===== src/rtl/bram_rd_pkg.sv =====
// Shared types and constants for the BRAM port-B burst reader.
package bram_rd_pkg;

    localparam int unsigned BRAM_DATA_W = 32;
    localparam int unsigned BRAM_WEN_W  = 4;

    typedef enum logic [1:0] {
        IDLE  = 2'd0,
        ISSUE = 2'd1,
        DRAIN = 2'd2
    } rd_state_t;

    typedef struct packed {
        logic                   last;
        logic [BRAM_DATA_W-1:0] data;
    } rd_entry_t;

endpackage


===== src/rtl/bram_rd_fifo.sv =====
// Small synchronous FIFO of read entries; head is visible combinationally.
module bram_rd_fifo
    import bram_rd_pkg::*;
#(
    parameter int unsigned DEPTH = 2
) (
    input  logic                       i_clk,
    input  logic                       i_rst,
    input  logic                       i_push,
    input  rd_entry_t                  i_push_data,
    input  logic                       i_pop,
    output logic [$clog2(DEPTH+1)-1:0] o_count,
    output logic                       o_empty,
    output logic                       o_full,
    output rd_entry_t                  o_head
);

    localparam int unsigned CNT_W = $clog2(DEPTH + 1);
    localparam int unsigned PTR_W = (DEPTH > 1) ? $clog2(DEPTH) : 1;

    rd_entry_t        r_mem [DEPTH];
    logic [PTR_W-1:0] r_wr_ptr;
    logic [PTR_W-1:0] r_rd_ptr;
    logic [CNT_W-1:0] r_count;
    logic             w_do_pop;

    // Pointers wrap explicitly so non-power-of-two depths work.
    function automatic logic [PTR_W-1:0] ptr_inc(input logic [PTR_W-1:0] p);
        return (p == PTR_W'(DEPTH - 1)) ? '0 : p + 1'b1;
    endfunction

    assign w_do_pop = i_pop & ~o_empty;

    always_ff @(posedge i_clk) begin
        if (i_rst) begin
            r_wr_ptr <= '0;
            r_rd_ptr <= '0;
            r_count  <= '0;
        end else begin
            if (i_push) begin
                r_wr_ptr <= ptr_inc(r_wr_ptr);
            end
            if (w_do_pop) begin
                r_rd_ptr <= ptr_inc(r_rd_ptr);
            end
            unique case ({i_push, w_do_pop})
                2'b10:   r_count <= r_count + CNT_W'(1);
                2'b01:   r_count <= r_count - CNT_W'(1);
                default: r_count <= r_count;
            endcase
        end
    end

    always_ff @(posedge i_clk) begin
        if (i_push) begin
            r_mem[r_wr_ptr] <= i_push_data;
        end
    end

    assign o_count = r_count;
    assign o_empty = (r_count == '0);
    assign o_full  = (r_count == CNT_W'(DEPTH));
    assign o_head  = r_mem[r_rd_ptr];

endmodule


===== src/rtl/bram_burst_reader.sv =====
// BRAM port-B burst reader: issues sequential reads and streams the words out with a last flag.
module bram_burst_reader
    import bram_rd_pkg::*;
#(
    parameter int unsigned ADDR_WIDTH = 7,
    parameter int unsigned FIFO_DEPTH = 2
) (
    input  logic                   CLK,
    input  logic                   RST,
    input  logic                   cmd_valid,
    output logic                   cmd_ready,
    input  logic [ADDR_WIDTH-1:0]  cmd_addr,
    input  logic [ADDR_WIDTH:0]    cmd_len,
    output logic                   BRAM_ENB,
    output logic [BRAM_WEN_W-1:0]  BRAM_WENB,
    output logic [ADDR_WIDTH-1:0]  BRAM_AddrB,
    output logic [BRAM_DATA_W-1:0] BRAM_DoutB,
    input  logic [BRAM_DATA_W-1:0] BRAM_DinB,
    output logic                   out_valid,
    input  logic                   out_ready,
    output logic [BRAM_DATA_W-1:0] out_data,
    output logic                   out_last,
    output logic                   busy
);

    localparam int unsigned CNT_W = $clog2(FIFO_DEPTH + 1);

    rd_state_t             r_state;
    rd_state_t             w_state_next;
    logic [ADDR_WIDTH-1:0] r_addr;
    logic [ADDR_WIDTH:0]   r_remaining;
    logic                  r_inflight;
    logic                  r_inflight_last;

    logic                  w_issue;
    logic                  w_pop;
    logic                  w_push;
    logic                  w_empty;
    logic                  w_full;
    logic [CNT_W-1:0]      w_count;
    logic [CNT_W:0]        w_occupancy;
    logic [CNT_W:0]        w_limit;
    logic                  w_last_word;
    rd_entry_t             w_head;
    rd_entry_t             w_push_data;

    assign w_pop       = ~w_empty & out_ready;
    assign w_last_word = (r_remaining == (ADDR_WIDTH+1)'(1));

    // Reserve a FIFO slot for every read in flight so a capture never stalls.
    assign w_occupancy = {1'b0, w_count} + (CNT_W+1)'(r_inflight);
    assign w_limit     = (CNT_W+1)'(FIFO_DEPTH) + (CNT_W+1)'(w_pop);
    assign w_issue     = (r_state == ISSUE) && (r_remaining != '0) && (w_occupancy < w_limit);

    assign w_push      = r_inflight & (~w_full | w_pop);
    assign w_push_data = {r_inflight_last, BRAM_DinB};

    always_comb begin
        w_state_next = r_state;
        unique case (r_state)
            IDLE: begin
                if (cmd_valid && (cmd_len != '0)) begin
                    w_state_next = ISSUE;
                end
            end
            ISSUE: begin
                if (w_issue && w_last_word) begin
                    w_state_next = DRAIN;
                end
            end
            DRAIN: begin
                if (!r_inflight && (w_empty || ((w_count == CNT_W'(1)) && w_pop))) begin
                    w_state_next = IDLE;
                end
            end
            default: w_state_next = IDLE;
        endcase
    end

    always_ff @(posedge CLK) begin
        if (RST) begin
            r_state         <= IDLE;
            r_addr          <= '0;
            r_remaining     <= '0;
            r_inflight      <= 1'b0;
            r_inflight_last <= 1'b0;
        end else begin
            r_state         <= w_state_next;
            r_inflight      <= w_issue;
            r_inflight_last <= w_issue & w_last_word;
            if ((r_state == IDLE) && cmd_valid) begin
                r_addr      <= cmd_addr;
                r_remaining <= cmd_len;
            end else if (w_issue) begin
                r_addr      <= r_addr + 1'b1;
                r_remaining <= r_remaining - 1'b1;
            end
        end
    end

    bram_rd_fifo #(
        .DEPTH (FIFO_DEPTH)
    ) u_fifo (
        .i_clk       (CLK),
        .i_rst       (RST),
        .i_push      (w_push),
        .i_push_data (w_push_data),
        .i_pop       (w_pop),
        .o_count     (w_count),
        .o_empty     (w_empty),
        .o_full      (w_full),
        .o_head      (w_head)
    );

    assign cmd_ready  = (r_state == IDLE);
    assign busy       = (r_state != IDLE);
    assign BRAM_ENB   = w_issue;
    assign BRAM_AddrB = r_addr;
    assign BRAM_WENB  = '0;
    assign BRAM_DoutB = '0;
    assign out_valid  = ~w_empty;
    // Gate the head so a stale FIFO entry never shows on the bus after reset.
    assign out_data   = w_empty ? '0 : w_head.data;
    assign out_last   = ~w_empty & w_head.last;

endmodule


===== config.mk =====
export PLATFORM = sky130hd
export DESIGN_NAME = bram_burst_reader
export DESIGN_NICKNAME = d
export VERILOG_FILES = /design/src/rtl/bram_rd_pkg.sv /design/src/rtl/bram_rd_fifo.sv /design/src/rtl/bram_burst_reader.sv
export SDC_FILE = /design/constraint.sdc
export NUM_CORES = 1
export LEC_CHECK = 0
export ABC_CLOCK_PERIOD_IN_PS = 4180
export BUFFER_PORTS_ARGS = -buffer_cell sky130_fd_sc_hd__buf_2
export CORE_ASPECT_RATIO = 1.2
export CORE_MARGIN = 2
export CORE_UTILIZATION = 47
export CTS_BUF_LIST = sky130_fd_sc_hd__clkbuf_8
export DETAILED_ROUTE_END_ITERATION = 7
export PLACE_DENSITY = 0.74
export SYNTH_ARGS = -nofsm -noshare
export SYNTH_HDL_FRONTEND = slang
export SYNTH_SLANG_ARGS = --single-unit

===== constraint.sdc =====
create_clock -name CLK -period 4.18 [get_ports CLK]
set_input_delay 0.836 -clock CLK [delete_from_list [all_inputs] [get_ports CLK]]
set_output_delay 0.836 -clock CLK [all_outputs]
set_load 0.02 [all_outputs]

; Word level (Yosys, flattened, before mapping)
; Memory sizes are Yosys's and may differ from the RTL's. A register that Yosys moved wholly into a read port is not among the register bits.
; Cells that the tools add are included.
[word_totals]
mem_bits_rw = 66
ff_bits = 23
wordCells = 69
memories = 1
output_inout_bits = 80
in_bits = 51
[mem_list]
columns = memory, depth, word_bits, read_ports, rd_ports_with_merged_regs, wr, line_no
row1 = u_fifo.r_mem, 2, 33, 1, 1, 1, bram_rd_fifo.sv:21  ; rd_entry_t r_mem [DEPTH];
[classes]
bitwise_logic = 8
eq_ne = 10
mux = 16
order_cmp = 1
n_reduce_logical = 17
add_sub_neg = 8
[ops]
columns = cell, n
row1 = 32-bit two-way mux, 1
row2 = 8-bit two-way mux, 2
row3 = 8-bit nonzero test, 2
row4 = 7-bit two-way mux, 2
row5 = "8-bit by 1-bit equality test with 1-bit output, second input constant", 1
row6 = "8-bit by 1-bit subtractor with 8-bit output, second input constant", 1
row7 = "7-bit by 1-bit adder with 7-bit output, second input constant", 1
row8 = 1-bit logical AND, 7
row9 = "2-bit by 1-bit equality test with 1-bit output, second input constant", 3
row10 = "2-bit equality test, second input constant", 3
row11 = 1-bit two-way mux, 6
row12 = 2-bit two-way mux, 3
row13 = 2-bit one-hot mux with 3 select lines, 1
row14 = 2-bit nonzero test, 3
row15 = 1-bit bitwise AND, 5
row16 = 2-bit zero test, 2
row17 = "2-bit by 1-bit != test with 1-bit output, second input constant", 2
row18 = 2-bit one-hot mux with 2 select lines, 1
row19 = 2-bit by 1-bit adder with 3-bit output, 1
row20 = "2-bit by 1-bit adder with 3-bit output, first input constant", 1
row21 = 3-bit less-than comparator, 1
row22 = 3-bit AND reduction, 1
row23 = "1-bit adder, second input constant", 2
row24 = "2-bit by 1-bit adder with 2-bit output, second input constant", 1
row25 = 6 further kinds, 7

; Depth between registers and ports, before layout
; Gate-level depths: netlist of run 1.
[logic_depth]
ltp_word = 9
mapped_depth = 10
ltp_nobuf = 9

; Hierarchy
; A second synthesis of run 1 with hierarchy kept.
[unflattened]
hier_cells = 361
hier_area_um2 = 4377.9
[modules_own_cells]
columns = mod, area_each_um2, seq_area_each_um2, cells_each, n_inst
row1 = bram_rd_fifo, 2586.2, 2082.0, 126, 1
row2 = bram_burst_reader, 1791.7, 380.4, 235, 1

; Worst setup path before layout of run 1
; No wires, ideal clock.
[synth_path]
path_kind = flip-flop to flip-flop
startpoint = register u_fifo.r_count[0] (netlist: u_fifo.o_count[0])
endpoint = memory u_fifo.r_mem[0][0] (netlist name) (enable)
t_required_ns = 3.757
path_slack_ns = 1.130
path_buffers = 1
path_stages_with_launch = 8
setup_ns = 0.423
synth_period_minus_slack_ns = 3.050
t_arrival_ns = 2.627
cell_sequence = dfxtp_1 inv_1 ha_1 buf_6 nand2b_1 a21boi_1 inv_1 nor2_1
[synth_between]
elab_chain_cells = 7
word_cells_on_any_way = 9
cone_classes = eq/ne (1) / mux (2) / bitwise (5) / reduce/logical (1)
[synth_rtl]
columns = element, line_no
row1 = start: declaration, bram_rd_fifo.sv:24  ; logic [CNT_W-1:0] r_count;
row2 = start signal: assignment, bram_rd_fifo.sv:47  ; 2'b10: r_count <= r_count + CNT_W'(1);
row3 = start signal: assignment, bram_rd_fifo.sv:48  ; 2'b01: r_count <= r_count - CNT_W'(1);
row4 = start signal: assignment, bram_rd_fifo.sv:49  ; default: r_count <= r_count;
row5 = 2-bit zero test, bram_rd_fifo.sv:61  ; assign o_empty = (r_count == '0);
row6 = 1-bit inverter, bram_burst_reader.sv:47  ; assign w_pop = ~w_empty & out_ready;
row7 = 1-bit bitwise AND, bram_burst_reader.sv:47
row8 = 1-bit bitwise OR (*), bram_burst_reader.sv:55  ; assign w_push = r_inflight & (~w_full | w_pop);
row9 = 1-bit bitwise AND (*), bram_burst_reader.sv:55
row10 = 1-bit two-way mux (*), bram_rd_fifo.sv:55  ; if (i_push) begin
row11 = 1-bit two-way mux (not written as such) (*), bram_rd_fifo.sv:56  ; r_mem[r_wr_ptr] <= i_push_data;
row12 = end: declaration, bram_rd_fifo.sv:21
; Mark *: on every way between the ends. The rest lies on a longest branch, timed or not.

; Worst setup path after layout of run 1
[layout_path]
startpoint = register u_fifo.r_count[0] (netlist: u_fifo.o_count[0])
endpoint = output port BRAM_ENB
[layout_between]
elab_chain_cells = 6
word_cells_on_any_way = 7
cone_classes = add/sub (2) / order compare (1) / bitwise (2) / reduce/logical (2)
[layout_rtl]
columns = element, line_no
row1 = 2-bit zero test, bram_rd_fifo.sv:61
row2 = 1-bit inverter, bram_burst_reader.sv:47
row3 = 1-bit bitwise AND, bram_burst_reader.sv:47
row4 = 2-bit by 1-bit adder with 3-bit output, bram_burst_reader.sv:52  ; assign w_limit = (CNT_W+1)'(FIFO_DEPTH) + (CNT_W+1)'(w_pop);
row5 = 3-bit less-than comparator (*), bram_burst_reader.sv:53  ; assign w_issue = (r_state == ISSUE) && (r_remaining != '0) && (w_occupancy < w_limit);
row6 = 1-bit logical AND (*), bram_burst_reader.sv:53
row7 = end: declaration, bram_burst_reader.sv:14  ; output logic BRAM_ENB,
; Marked as above.

==> results_dict.tcl, run 1 <==
set metrics [dict create \
    antennaDiodeCount 0 \
    status "complete, no violations" \
    synthDistinctLibCells 48 \
    critical_path_class "flip-flop to primary output" \
    ys.flop_type "edfxtp_1" \
    fin_util_pct 56.0 \
    period_needed_ns 3.13 \
    htreeDepth 3 \
    min_period_over_period_pct 74.8 \
    synth-edff-count 66 \
    final.setup_skew_ns 0.00756 \
    fin_nets 495 \
    die_h_um 107 \
    worstPathRequired_ns 3.34 \
    endpoint_kind "primary output" \
    drc 0 \
    clock_sinks 90 \
    drt_iter0_drc 130 \
    slew_violations 0 \
    slowest_delay_ns 0.43 \
    cts_resized 0 \
    finalHoldViolCount 0 \
    synth_area_leaders "edfxtp_1 48%, dfxtp_1 12%, mux2i_1 7.9%" \
    combPwrFrac_pct 36.1 \
    worst-path-stages 8 \
    fin_cells 556 \
    drive_gt1_share_pct 28.2 \
    die_area_mm2 0.00963 \
    min_path_cells 0 \
    power_density_mw_per_mm2 595 \
    drt-vias-per-instance 5.08 \
    worstSkewPairLatency_ns 0.34 \
    cts_setup_buffers 0 \
    grt_pass1_vias 2697 \
    setup_viol 0 \
    worstPathArrival_ns 2.29 \
    io_buffer_count 94 \
    synth_warnings 0 \
    rows 37 \
    crit_slowest_cell "or3b_1" \
    ir_drop_mv 0.268 \
    crit_chain "inv_1, ha_1, or3b_1, a211oi_2, buf_4, nand2_2, inv_2, buf_2" \
    yosysTopAreaCell "edfxtp_1" \
    dp.cells 540 \
    rsz0062_at_grt "no" \
    critPathTopFamily "buffers and inverters" \
    seq_area_frac_synth_pct 59.2 \
    p_int_w 0.00179 \
    switchingPower_w 0.00108 \
    finalPower_w 0.00287 \
    pwr-share-seq_pct 42.0 \
    core_mm2 0.00861 \
    p_clk_share_pct 21.9 \
    ioPinCount 131 \
    ant_nets 0 \
    syn_area_per_cell_um2 12.1 \
    grt_pass1_wl_um 12700 \
    grt_usage_pct 16.6 \
    pre_cts_ws_ns 1.21 \
    overflow 0 \
    cp-start-kind "flip-flop" \
    cts.path.max_buffers 2 \
    grt_max_degree 37 \
    max_cap_viol_count 0 \
    syn-instance-count 343 \
    drtPass1Iterations 4 \
    gp_congestion 0.875 \
    ctsHoldBuffers 0 \
    cp_max_fo 10 \
    areaGrowthSynthToFinish_pct 15.9 \
    crit_buf_inv 4 \
    yosys_register_bits 90 \
    switching_share_pct 37.6 \
    tightestPinTransition_ns 1.03 \
    fmax_ghz 0.320 \
    clk_pin_slew_worst_paths_ns 0.09 \
    slew_headroom_pct 31.1 \
    p_leak_nw 1.94 \
    final_cell_mix "94 x buf_2, 66 x edfxtp_1, 54 x nor2_1" \
    cts_root_buf "clkbuf_8" \
    totalWireLength_um 8020 \
    cts_buffers 9 \
    worstRegToRegCells 7 \
    synth_top_cell_area_share_pct 47.6 \
    ys_async_sr_fraction_pct 0 \
    fin_tns_setup_ns 0 \
    dp_hpwl_um 5530 \
    antenna_found_initial 0 \
    hold_path.class "flip-flop to flip-flop" \
    start_util_pct 48.3 \
    layout_commonest_cell "buf_2" \
    num_vias 2823 \
    cts_tree "built" \
    syn_area_mm2 0.00416 \
    worst_slack_ns 1.05 \
    fp.dieW_um 89.9 \
    wire_per_inst_um 14.4 \
]
-- state kept, by name (all words and copies together), names as in the netlist, named ones only --
register,cells
BRAM_AddrB,7
r_inflight_last,1
u_fifo.r_wr_ptr,1
u_fifo.r_rd_ptr,1
u_fifo.r_mem,66
u_fifo.o_count,2
r_remaining,8
r_state,2
r_inflight,1
-- per-layer routing --
metal	routed length, um	vias up	global-route usage [%]
met2	4090	115	28.9
met3	550	4	5.20
met1	3330	1333	20.0
li1	-	1371	-
met5	0	-	0
met4	45	0	4.84
-- cell families after synthesis --
kind of cell	count (synthesis)	synth area share (%)
compound gates	44	8.63
xor+xnor	4	0.842
fa+ha+maj	10	3.01
buf+inv	62	9.02
flops	90	59.2
mux	33	7.94
other cells	1	0.0901
simple gates	99	11.3
-- Yosys cell counts (4+ instances only) --
cell type	number
dfxtp_1	24
buf_4	36
or2_2	4
or4_1	4
nand3_1	4
nand2_1	6
ha_1	10
clkbuf_1	15
nor4_1	5
a311oi_1	4
a31oi_1	5
edfxtp_1	66
nor2_1	55
a211oi_1	9
inv_1	8
nor3_1	5
mux2i_1	33
-- layout make-up --
| type | instances | area, um^2 |
|---|---|---|
| fillers | 732 | 3790 |
| flip-flops and latches | 90 | 2460 |
| multi-input cells | 226 | 1470 |
| repair buffers | 97 | 493 |
| well taps | 117 | 146 |
| clock buffers | 9 | 124 |
| clock inverters | 7 | 93.8 |
| inverters | 10 | 37.5 |
-- power groups by stage --
stage	Combinational, W	Clock [W]	Sequential, W
floorplan	0.000813	0	0.00116
global placement	0.00101	0	0.00122
detailed placement	0.00104	0	0.00122
CTS	0.00104	0.000651	0.00120
global route	0.00113	0.000685	0.00122
finish	0.00103	0.000629	0.00120
-- through the flow --
| stage | instance area, um^2 | hold slack [ns] |
|---|---|---|
| final | 4820 | 0.433 |
| after CTS | 4820 | 0.438 |
| after global routing | 4820 | 0.451 |
| after floorplan | 4290 | 0.404 |
| after global placement | 4610 | 0.408 |
| after detailed placement | 4610 | 0.417 |
-- final timing paths --
path	start	end	slack, ns
max	u_fifo.o_count[0]	BRAM_ENB	1.05
min	r_inflight_last	u_fifo.r_mem[1][32]	0.43
max reg2reg	u_fifo.o_count[0]	u_fifo.r_mem[0][30]	1.47
min reg2reg	r_inflight_last	u_fifo.r_mem[1][32]	0.43
(Power assumes the default switching activity.)
==> run 2, diff against run 1 <==
--- a/config.mk
+++ b/config.mk
@@ -5,14 +5,14 @@
 export SDC_FILE = /design/constraint.sdc
 export NUM_CORES = 1
 export LEC_CHECK = 0
-export ABC_CLOCK_PERIOD_IN_PS = 4180
+export ABC_CLOCK_PERIOD_IN_PS = 2700
 export BUFFER_PORTS_ARGS = -buffer_cell sky130_fd_sc_hd__buf_2
 export CORE_ASPECT_RATIO = 1.2
 export CORE_MARGIN = 2
 export CORE_UTILIZATION = 47
 export CTS_BUF_LIST = sky130_fd_sc_hd__clkbuf_8
 export DETAILED_ROUTE_END_ITERATION = 7
-export PLACE_DENSITY = 0.74
+export PLACE_DENSITY = 0.77
 export SYNTH_ARGS = -nofsm -noshare
 export SYNTH_HDL_FRONTEND = slang
 export SYNTH_SLANG_ARGS = --single-unit
==> constraint.sdc (replaced) <==
create_clock -name CLK -period 2.7 [get_ports CLK]
set_input_delay 0.54 -clock CLK [delete_from_list [all_inputs] [get_ports CLK]]
set_output_delay 0.54 -clock CLK [all_outputs]
set_load 0.02 [all_outputs]
==> run 2 against run 1 <==
  * Die area unchanged
  * Clock power increased by 36%
  * Clock skew increased by 0.0033 ns
  * Largest cell class unchanged
  * Largest power group unchanged
  * Highest routed layer unchanged
  * Critical path type unchanged
  * Non-clock buffer count increased by 6
  * Power increased by 52%
  * Sequential share of layout area decreased by 0.43 points
==> results_dict.tcl, run 2 (same netlist as run 1, synthesis figures left out) <==
set metrics [dict create \
    status "complete, no violations" \
    io_buffer_count 94 \
    cp_max_fo 4 \
    fin_util_pct 56.6 \
    overflow 0 \
    hold_path.class "input pin to flip-flop" \
    crit_slowest_cell "or3b_1" \
    worstSkewPairLatency_ns 0.36 \
    drt_iter0_drc 113 \
    cts_buffers 9 \
    slew_violations 0 \
    dp_hpwl_um 5400 \
    slew_headroom_pct 59.4 \
    crit_chain "inv_1, ha_1, or3b_1, a211oi_2, nand2_2, inv_2, buf_4" \
    whs_ns 0.368 \
    ctsHoldBuffers 0 \
    fin_tns_setup_ns 0 \
    min_path_cells 1 \
    die_h_um 107 \
    grt_max_degree 37 \
    htreeDepth 3 \
    ant_nets 0 \
    placed_area_mm2 0.00467 \
    final_cell_mix "93 x buf_2, 66 x edfxtp_1, 54 x nor2_1" \
    largest_reg_flops 66 \
    pwr-share-seq_pct 40.6 \
    die_area_mm2 0.00963 \
    period_needed_ns 2.58 \
    finalHoldViolCount 0 \
    clock_sinks 90 \
    clk_pin_slew_worst_paths_ns 0.10 \
    switchingPower_w 0.00171 \
    antenna_found_initial 0 \
    min_period_over_period_pct 95.4 \
    fp.dieW_um 89.9 \
    worstPathRequired_ns 2.16 \
    p_leak_nw 1.97 \
    setup_viol 0 \
    areaGrowthSynthToFinish_pct 17.0 \
    worstPathArrival_ns 2.04 \
    drive_gt1_share_pct 29.9 \
    drt-vias-per-instance 5.06 \
    gp_congestion 0.846 \
    core_mm2 0.00861 \
    regMostFlops "u_fifo.r_mem" \
    critical_path_class "flip-flop to primary output" \
    fin_nets 501 \
    slowest_delay_ns 0.43 \
    ioPinCount 131 \
    switching_share_pct 39.2 \
    grt_usage_pct 15.9 \
    ir_drop_mv 0.375 \
    p_int_w 0.00265 \
    rows 37 \
    fmax_ghz 0.388 \
    wire_per_inst_um 13.8 \
    fin_area_mm2 0.00487 \
    grt_pass1_vias 2582 \
    rsz0062_at_grt "no" \
    start_util_pct 48.3 \
    endpoint_kind "primary output" \
    drtPass1Iterations 4 \
    cts.path.max_buffers 2 \
    tightestPinTransition_ns 0.609 \
    max_cap_viol_count 0 \
    antennaDiodeCount 0 \
    final.setup_skew_ns 0.0109 \
    cp-start-kind "flip-flop" \
    nFillCells 734 \
    num_vias 2843 \
    totalWireLength_um 7740 \
    layout_commonest_cell "buf_2" \
    grt_pass1_wl_um 12200 \
    drc 0 \
    p_clk_share_pct 19.6 \
    combPwrFrac_pct 39.8 \
    power_density_mw_per_mm2 894 \
    cts_root_buf "clkbuf_8" \
    cts_tree "built" \
    worstRegToRegCells 6 \
]
==> run 2: path summary, 6_finish.rpt <==
path	endpoint	slack (ns)	from
min	u_fifo.r_mem[1][27]	0.37	BRAM_DinB[27]
max	BRAM_ENB	0.12	u_fifo.o_count[0]
min reg2reg	u_fifo.r_mem[0][32]	0.43	r_inflight_last
max reg2reg	r_remaining[4]	0.30	u_fifo.o_count[0]
==> run 2: per-layer routing <==
layer | GRT usage (%) | vias to the layer above | routed length (um) | share of wire, %
met5 | 0 | - | 0 | 0
met4 | 5.05 | 0 | 64 | 0.83
met3 | 5.20 | 9 | 516 | 6.7
met2 | 26.1 | 116 | 3810 | 49
met1 | 20.0 | 1333 | 3350 | 43
li1 | - | 1385 | - | -
==> run 2: cell type report <==
class,instances,area [um^2],share of cell area [%]
clock buffer,9,124,2.54
clock inverter,7,66.3,1.36
inverter,10,37.5,0.771
multi-input combinational,226,1460,30.1
sequential,90,2470,50.6
tap,117,146,3.01
timing repair buffer,103,566,11.6
==> run 2: what timing repair did <==
| action | in CTS | in global routing |
|---|---|---|
| pin swaps | 0 | 1 |
| endpoints found under the hold margin | 0 | 0 |
| buffers inserted | 1 | 0 |
| endpoints found under the setup margin | 1 | 1 |
| gates cloned | 0 | 0 |
| resized for setup | 0 | 3 |
==> run 2: per-stage QoR <==
| stage | std cells | setup slack [ns] | power, W |
|---|---|---|---|
| finish | 562 | 0.124 | 0.00435 |
| global route | 562 | 0.0138 | 0.00463 |
| CTS | 562 | 0.00604 | 0.00439 |
| detailed placement | 545 | 0.248 | 0.00352 |
| global placement | 545 | 0.366 | 0.00347 |
| floorplan | 378 | 0.190 | 0.00305 |
==> run 2: worst max-delay path, delay by kind of cell (launching register included) <==
kind | cells | cell delay, ns
AOI/OAI and AO/OA | 1 | 0.26
adders and majority gates | 1 | 0.21
buffers and inverters | 3 | 0.31
DFF | 1 | 0.37
and+or+nand+nor | 2 | 0.54
==> run 2: power groups by stage <==
stage / Sequential, W / Combinational (W) / Clock, W
global placement: 0.00178 / 0.00169 / 0
finish: 0.00177 / 0.00173 / 0.000853
CTS: 0.00176 / 0.00174 / 0.000888
floorplan: 0.00179 / 0.00126 / 0
detailed placement: 0.00179 / 0.00173 / 0
global route: 0.00179 / 0.00190 / 0.000947
==> run 3, diff against run 2 <==
==> constraint.sdc (replaced) <==
create_clock -name CLK -period 2.7 [get_ports CLK]
set_input_delay 0.405 -clock CLK [delete_from_list [all_inputs] [get_ports CLK]]
set_output_delay 0.405 -clock CLK [all_outputs]
set_load 0.02 [all_outputs]
==> run 3 against run 2 <==
  * Combinational power fell by 4%
  * Clock power fell by 0.8%
  * Die area did not move
  * Sequential power rose by 2%
  * Critical endpoint unchanged
  * Clock skew fell by 0.0029 ns
  * Largest power group unchanged
  * Non-clock buffer count did not move
  * Wire length fell by 1.7%
  * Critical path depth did not move
==> results_dict.tcl, run 3 (same netlist as run 1, synthesis figures left out) <==
set metrics [dict create \
    status "complete, no violations" \
    crit_chain "inv_1, ha_1, or3b_1, a211oi_2, nand2_2, inv_2, buf_2" \
    totalWireLength_um 7610 \
    setup_viol 0 \
    ir_drop_mv 0.439 \
    largest_reg_flops 66 \
    clock_sinks 90 \
    drc 0 \
    antenna_found_initial 0 \
    whs_ns 0.234 \
    pwr-share-seq_pct 42.0 \
    slowest_delay_ns 0.43 \
    p_clk_share_pct 19.6 \
    clk_pin_slew_worst_paths_ns 0.10 \
    regMostFlops "u_fifo.r_mem" \
    rows 37 \
    switchingPower_w 0.00170 \
    worst_slack_ns 0.167 \
    ant_nets 0 \
    min_period_over_period_pct 93.8 \
    drt_iter0_drc 138 \
    worstPathArrival_ns 2.13 \
    cts_buffers 9 \
    worstPathRequired_ns 2.30 \
    overflow 0 \
    endpoint_kind "primary output" \
    num_vias 2817 \
    die_h_um 107 \
    cts.path.max_buffers 2 \
    final.setup_skew_ns 0.00799 \
    crit_buf_inv 3 \
    slew_violations 0 \
    grt_pass1_wl_um 12100 \
    p_leak_nw 1.96 \
    p_int_w 0.00262 \
    fin_nets 501 \
    grt.busiest_layer "met2" \
    crit_slowest_cell "or3b_1" \
    start_util_pct 48.3 \
    cp-start-kind "flip-flop" \
    nFillCells 739 \
    antennaDiodeCount 0 \
    core_mm2 0.00861 \
    cp_max_fo 7 \
    grtUsageMet2_pct 26.9 \
    max_cap_viol_count 0 \
    grt_util_met1_pct 19.4 \
    hold_path.class "input pin to flip-flop" \
    worstSkewPairLatency_ns 0.35 \
    slew_headroom_pct 58.2 \
    rsz0062_at_grt "no" \
    final_cell_mix "94 x buf_2, 66 x edfxtp_1, 54 x nor2_1" \
    areaGrowthSynthToFinish_pct 16.1 \
    ctsHoldBuffers 0 \
    cts_root_buf "clkbuf_8" \
    fin_tns_setup_ns 0 \
    finalHoldViolCount 0 \
    io_buffer_count 94 \
    combPwrFrac_pct 38.4 \
    fmax_ghz 0.395 \
    met3_usage_pct 3.30 \
    critical_path_class "flip-flop to primary output" \
    fp.dieW_um 89.9 \
    fin_util_pct 56.1 \
    power_density_mw_per_mm2 892 \
    grt_pass1_vias 2635 \
    switching_share_pct 39.3 \
    drtPass1Iterations 4 \
    wire_per_inst_um 13.5 \
    grt_usage_pct 15.7 \
    ioPinCount 131 \
    layout_commonest_cell "buf_2" \
    drive_gt1_share_pct 29.7 \
    tightestPinTransition_ns 0.626 \
    grt_max_degree 37 \
    gp_congestion 0.809 \
    critPathTopFamily "simple AND/OR/NAND/NOR gates" \
    pre_cts_ws_ns 0.151 \
    cts_tree "built" \
    htreeDepth 3 \
    period_needed_ns 2.53 \
    drt-vias-per-instance 5.01 \
    die_area_mm2 0.00963 \
    dp_hpwl_um 5450 \
]
-- run 3: routing by layer --
metal  vias up  wire length (um)
li1       1387                 -
met1      1312              3280
met2       107              3760
met3        11               464
met4         0               110
met5         -                 0
-- run 3: area by class of cell --
type | count | area (um^2) | area share, %
well taps | 117 | 146 | 3.03
inverters | 10 | 37.5 | 0.776
clock inverters | 7 | 60.1 | 1.24
multi-input cells | 226 | 1460 | 30.3
flip-flops and latches | 90 | 2460 | 51.0
repair buffers | 103 | 538 | 11.1
clock buffers | 9 | 124 | 2.56
-- run 3: path summary, 6_finish.rpt --
| path | from | to | slack [ns] | cells past startpoint |
|---|---|---|---|---|
| hold / removal | BRAM_DinB[27] | u_fifo.r_mem[0][27] | 0.23 | 1 |
| hold reg to reg | r_inflight_last | u_fifo.r_mem[1][32] | 0.43 | 0 |
| setup / recovery | u_fifo.o_count[0] | BRAM_ENB | 0.17 | 7 |
| setup reg to reg | u_fifo.o_count[0] | BRAM_AddrB[6] | 0.19 | 6 |
-- run 3: what timing repair did --
action,CTS,global route
setup buffers,0,0
gates resized for setup,0,1
setup endpoints to repair,0,2
-- run 3: power groups by stage --
stage	Clock [W]	Sequential (W)	Combinational, W
after floorplan	0	0.00179	0.00126
after global placement	0	0.00183	0.00163
after detailed placement	0	0.00184	0.00166
after CTS	0.000875	0.00181	0.00167
after global routing	0.000912	0.00183	0.00182
final	0.000846	0.00181	0.00166
-- run 3: through the flow --
stage,cells,power [W],instance area [um^2]
final,562,0.00431,4830
after CTS,562,0.00435,4830
after detailed placement,546,0.00350,4650
after global placement,546,0.00346,4650
after global routing,562,0.00456,4830
after floorplan,378,0.00305,4300
